`src/rtl/instr_sequencer_pkg.sv`:
```
// Shared definitions for the instruction sequencer: instruction field layout,
// opcode values and the control FSM state encoding.
package instr_sequencer_pkg;

    localparam int OPC_MSB  = 15;
    localparam int OPC_LSB  = 13;
    localparam int DST_MSB  = 12;
    localparam int DST_LSB  = 10;
    localparam int SRC1_MSB = 9;
    localparam int SRC1_LSB = 7;
    localparam int SRC2_MSB = 6;
    localparam int SRC2_LSB = 4;
    localparam int IMM_MSB  = 6;
    localparam int IMM_LSB  = 0;

    localparam int OPC_W     = OPC_MSB - OPC_LSB + 1;
    localparam int RADDR_W   = DST_MSB - DST_LSB + 1;
    localparam int IMM_W     = IMM_MSB - IMM_LSB + 1;
    localparam int RETIRED_W = 16;

    localparam logic [OPC_W-1:0] OP_ADD  = 3'b000;
    localparam logic [OPC_W-1:0] OP_ADDI = 3'b001;
    localparam logic [OPC_W-1:0] OP_SUBI = 3'b010;
    localparam logic [OPC_W-1:0] OP_SUB  = 3'b011;
    localparam logic [OPC_W-1:0] OP_HALT = 3'b111;

    typedef enum logic [2:0] {
        ST_IDLE   = 3'd0,
        ST_FETCH  = 3'd1,
        ST_DECODE = 3'd2,
        ST_EXEC   = 3'd3,
        ST_WB     = 3'd4,
        ST_HALT   = 3'd5
    } state_e;

    // Only the four arithmetic opcodes produce a register-file write.
    function automatic logic op_writes(input logic [OPC_W-1:0] op);
        return (op == OP_ADD) || (op == OP_ADDI) || (op == OP_SUBI) || (op == OP_SUB);
    endfunction

endpackage

```
`src/rtl/instr_sequencer_alu.sv`:
```
// Combinational ALU for the sequencer: register/register and register/immediate
// add and subtract, wrapping modulo 2^DATA_WIDTH, plus write/halt decode.
module seq_alu
    import instr_sequencer_pkg::*;
#(
    parameter int DATA_WIDTH = 16
) (
    input  logic [OPC_W-1:0]      op_i,
    input  logic [DATA_WIDTH-1:0] a_i,
    input  logic [DATA_WIDTH-1:0] b_i,
    input  logic [IMM_W-1:0]      imm_i,
    output logic [DATA_WIDTH-1:0] result_o,
    output logic                  wr_en_o,
    output logic                  halt_o
);

    logic [DATA_WIDTH-1:0] imm_ext;

    assign imm_ext = {{(DATA_WIDTH - IMM_W){imm_i[IMM_W-1]}}, imm_i};

    always_comb begin
        result_o = '0;
        unique case (op_i)
            OP_ADD:  result_o = a_i + b_i;
            OP_ADDI: result_o = a_i + imm_ext;
            OP_SUBI: result_o = a_i - imm_ext;
            OP_SUB:  result_o = a_i - b_i;
            default: result_o = '0;
        endcase
    end

    assign wr_en_o = op_writes(op_i);
    assign halt_o  = (op_i == OP_HALT);

endmodule

```
`src/rtl/instr_sequencer.sv`:
```
// Multi-cycle control FSM: fetch over a req/valid handshake, decode, execute,
// write back, advance the PC. Sole driver of the register-file ports.
module instr_sequencer
    import instr_sequencer_pkg::*;
#(
    parameter int PC_WIDTH   = 8,
    parameter int DATA_WIDTH = 16
) (
    input  logic                  clk,
    input  logic                  reset,
    input  logic                  start,
    output logic                  imem_req,
    output logic [PC_WIDTH-1:0]   imem_addr,
    input  logic                  imem_valid,
    input  logic [DATA_WIDTH-1:0] imem_data,
    output logic [RADDR_W-1:0]    rf_raddr1,
    output logic [RADDR_W-1:0]    rf_raddr2,
    input  logic [DATA_WIDTH-1:0] rf_rdata1,
    input  logic [DATA_WIDTH-1:0] rf_rdata2,
    output logic [RADDR_W-1:0]    rf_waddr,
    output logic [DATA_WIDTH-1:0] rf_wdata,
    output logic                  rf_we,
    output logic [PC_WIDTH-1:0]   pc,
    output logic                  busy,
    output logic                  halted,
    output logic [RETIRED_W-1:0]  retired
);

    state_e                state_q,   state_d;
    logic [PC_WIDTH-1:0]   pc_q,      pc_d;
    logic [DATA_WIDTH-1:0] ir_q,      ir_d;
    logic [DATA_WIDTH-1:0] result_q,  result_d;
    logic [RETIRED_W-1:0]  retired_q, retired_d;

    logic [DATA_WIDTH-1:0] alu_result;
    logic                  alu_wr_en;
    logic                  alu_halt;

    seq_alu #(
        .DATA_WIDTH(DATA_WIDTH)
    ) u_alu (
        .op_i    (ir_q[OPC_MSB:OPC_LSB]),
        .a_i     (rf_rdata1),
        .b_i     (rf_rdata2),
        .imm_i   (ir_q[IMM_MSB:IMM_LSB]),
        .result_o(alu_result),
        .wr_en_o (alu_wr_en),
        .halt_o  (alu_halt)
    );

    always_ff @(posedge clk) begin
        if (reset) begin
            state_q   <= ST_IDLE;
            pc_q      <= '0;
            ir_q      <= '0;
            result_q  <= '0;
            retired_q <= '0;
        end else begin
            state_q   <= state_d;
            pc_q      <= pc_d;
            ir_q      <= ir_d;
            result_q  <= result_d;
            retired_q <= retired_d;
        end
    end

    always_comb begin
        state_d   = state_q;
        pc_d      = pc_q;
        ir_d      = ir_q;
        result_d  = result_q;
        retired_d = retired_q;
        unique case (state_q)
            ST_IDLE: begin
                if (start) begin
                    pc_d    = '0;
                    state_d = ST_FETCH;
                end
            end
            ST_FETCH: begin
                if (imem_valid) begin
                    ir_d    = imem_data;
                    state_d = ST_DECODE;
                end
            end
            ST_DECODE: state_d = ST_EXEC;
            ST_EXEC: begin
                result_d = alu_result;
                state_d  = alu_halt ? ST_HALT : ST_WB;
            end
            ST_WB: begin
                pc_d      = pc_q + PC_WIDTH'(1);
                retired_d = retired_q + RETIRED_W'(1);
                state_d   = ST_FETCH;
            end
            ST_HALT: state_d = ST_HALT;
            default: state_d = ST_IDLE;
        endcase
    end

    // Read addresses follow IR, so they stay stable from DECODE through EXEC.
    assign imem_req  = (state_q == ST_FETCH);
    assign imem_addr = pc_q;
    assign rf_raddr1 = ir_q[SRC1_MSB:SRC1_LSB];
    assign rf_raddr2 = ir_q[SRC2_MSB:SRC2_LSB];
    assign rf_waddr  = ir_q[DST_MSB:DST_LSB];
    assign rf_wdata  = result_q;
    assign rf_we     = (state_q == ST_WB) && alu_wr_en;
    assign pc        = pc_q;
    assign busy      = (state_q == ST_FETCH) || (state_q == ST_DECODE) ||
                       (state_q == ST_EXEC)  || (state_q == ST_WB);
    assign halted    = (state_q == ST_HALT);
    assign retired   = retired_q;

endmodule
```
`config.mk`:
```
export PLATFORM = sky130hd
export DESIGN_NAME = instr_sequencer
export DESIGN_NICKNAME = d
export VERILOG_FILES = /design/src/rtl/instr_sequencer_pkg.sv /design/src/rtl/instr_sequencer_alu.sv /design/src/rtl/instr_sequencer.sv
export SDC_FILE = /design/constraint.sdc
export NUM_CORES = 1
export LEC_CHECK = 0
export ABC_CLOCK_PERIOD_IN_PS = 3800
export CAP_MARGIN = 10
export CORE_ASPECT_RATIO = 0.7
export CORE_MARGIN = 3
export CORE_UTILIZATION = 25
export DETAILED_ROUTE_END_ITERATION = 10
export GPL_ROUTABILITY_DRIVEN = 0
export HOLD_SLACK_MARGIN = 0.05
export RECOVER_POWER = 50
export SKIP_CTS_REPAIR_TIMING = 1
export SLEW_MARGIN = 20
export SYNTH_ARGS = -nofsm -noshare
export SYNTH_HDL_FRONTEND = slang
export SYNTH_SLANG_ARGS = --single-unit
```
`constraint.sdc`:
```
create_clock -name clk -period 3.8 [get_ports clk]
set_clock_uncertainty 0.05 [all_clocks]
set_input_delay 0.76 -clock clk [delete_from_list [all_inputs] [get_ports clk]]
set_output_delay 0.76 -clock clk [all_outputs]
set_load 0.02 [all_outputs]
```
==> qor.txt <==
Largest net degree at the start of global routing = 44
Initial Util = 0.262
H-tree depth = 3
Vias in the first global route = 4219
Main synth FF type = dfxtp_1
WL/cell = 15.1 um
Final Setup Violations = 0
Num CTS Buffers = 9
Port-buffer cells = 112
Pins over their slew limit = 44
Distinct cells, synth = 68
GRT overflow = 0
Die ar. = 18300 um^2
Max Root-Sink Buffers = 2
Syn nets = 621
Share of post-route cells with drive strength above 1 = 0.167
Total GRT Usage = 0.150
Worst IR Drop VDD = 0.000238 V
Failing checks = max-capacitance violations, max-slew violations
EDFF count, synth = 0
Final Hold Vio Count = 0
Final period util = 0.970
Reg clk slew, reported paths = 0.06 ns
Max-cap viol count = 1
Filler instances = 1647
Metal1 wirelength = 7130 um
CORE AREA = 15900 um^2
Cell leakage power = 2.38 nW
Mapped cell area = 4170 um^2
HPWL after detailed placement = 10300 um
Drt first pass iters = 5
Synthesis warning total = 0
Nets@finish = 764
DR WL met2 = 5400 um
Data arrival time of the critical path = 3.91 ns
Top-count cell post-synth = nand2_1
Horiz. Die Dim = 160 um
RSZ-0062 raised after global routing = yes
I/O pins = 113
First-pass GRT wire length = 22400 um
DRT iter0 DRCs = 241
Routed vias/inst = 4.76
Asr flop ratio synth = 0
Area leader, netlist = dfxtp_1
WL met3 = 1130 um
Min-delay worst type = reg2reg
Top Layer Used = met5
Seq/Total Area, Yosys = 0.283
Worst EP required = 4.02 ns
CTS root buf = clkbuf_16
Num rows = 38
Synth-to-Final Area Change = 48.6%
Worst-skew pair later-pin latency = 0.33 ns
CP endpoint kind = flip-flop
Antenna cells = 0
Avg Cell Area, Syn = 7.63 um^2
Measured slew at the worst slew-check pin = 1.99 ns
Commonest cells post-synth = 83 x nand2_1, 59 x dfxtp_1, 59 x nor2_1
CTS tree = built
Final Util = 0.389
Fmax = 271 MHz
CP Max Fanout = 4
Yosys reg bits = 59
Top post-synthesis cells by area = dfxtp_1 28%, nand2_1 7.5%, ha_1 6.3%, a21oi_1 6.1%, nor2_1 5.3%
Antenna viol nets, final = 0
Initial antenna violation count = 1
Min cycle time layout = 3.68 ns
Total power divided by cell area = 339 nW/um^2
Outcome = finished, violations left
DRC = 0
Crit Path Category = in2reg
Detailed Route WL = 13800 um
Startpoint Class = input pin
Worst hold slack = 0.395 ns
Chip height = 114 um
Mapped Cells = 547
Max-slew headroom = -0.323
Via count = 4359
Clock sinks = 59
Synth top area share = 0.283
## power breakdown
part / internal (mW) / switching [mW] / total (mW) / leakage (nW)
logic: 0.296 / 0.308 / 0.604 / 1.76
registers: 0.634 / 0.0205 / 0.655 / 0.477
clock network: 0.519 / 0.328 / 0.846 / 0.149
## layout by cell type, fill, tap and decap left out, types with 8 or more instances in the layout
master           count
clkbuf_16            9
nand3_1             20
a22oi_1              8
xor2_1              16
dlygate4sd3_1       20
a21oi_1             47
o21ai_0             20
nor2_1              58
clkdlybuf4s50_1     87
dfxtp_1             59
nand2_1             83
ha_1                18
xnor2_1             15
buf_4               63
inv_1               10
## logic make-up (layout without fill, tap and decap cells)
family | count (synthesis) | count (layout) | share of synthesized area
AO/OA/AOI/OAI | 142 | 142 | 0.220
XOR/XNOR | 32 | 32 | 0.0671
adder cells (fa/ha/maj) | 22 | 22 | 0.0677
buffers and inverters | 56 | 204 | 0.0755
flip-flops | 59 | 59 | 0.283
multiplexers | 8 | 8 | 0.0195
AND/OR/NAND/NOR | 228 | 228 | 0.267
## final timing paths
path | startpoint | end | slack, ns | cells after the start
setup reg to reg | ir_q[13] | rf_wdata[8] | 0.22 | 11
hold reg to reg | rf_wdata[12] | rf_wdata[12] | 0.40 | 2
setup / recovery | rf_rdata2[4] | rf_wdata[15] | 0.12 | 15
hold / removal | rf_wdata[12] | rf_wdata[12] | 0.40 | 2
## cell type report
type	instances	area, um^2	area share
clock buffer	9	225	0.0363
clock inverter	7	83.8	0.0135
inverter	12	45.0	0.00726
multi-input combinational	432	2790	0.450
sequential	59	1180	0.190
tap	220	275	0.0444
timing repair buffer	176	1600	0.258
## through the flow
stage               total power [mW]  cell area (um^2)  worst slack [ns]  std cells  setup TNS (ns)
floorplan                      0.981              4170             0.460        547               0
global placement                1.23              5720            -0.375        892           -1.55
detailed placement              1.23              5720            -0.352        892           -1.62
CTS                             2.10              6030           -0.0210        908         -0.0210
global route                    2.23              6200           -0.0676        915          -0.114
finish                          2.11              6200             0.116        915               0
## state kept, by name (all words and copies together) (netlist names)
signal,flops
retired,16
imem_addr,8
state_q,3
ir_q,16
rf_wdata,16
## routing by layer
layer	GRT usage	vias to the layer above
met5	0	-
met4	0.0335	2
met3	0.0488	13
met2	0.199	131
met1	0.231	1980
li1	-	2233
## critical path, cell delays in order
cell and delay, ns:
clkdlybuf4s50_1 0.47, nor4_4 0.21, buf_4 0.19, nand2_1 0.08
xor2_2 0.21, nand2_1 0.09, a21oi_2 0.16, a221oi_2 0.06
ha_2 0.41, and3_4 0.19, nand2_1 0.12, a2111oi_4 0.37
nor3_2 0.09, or4_1 0.40, nand3_1 0.09
No activity file was read; power rests on OpenSTA's default activity.
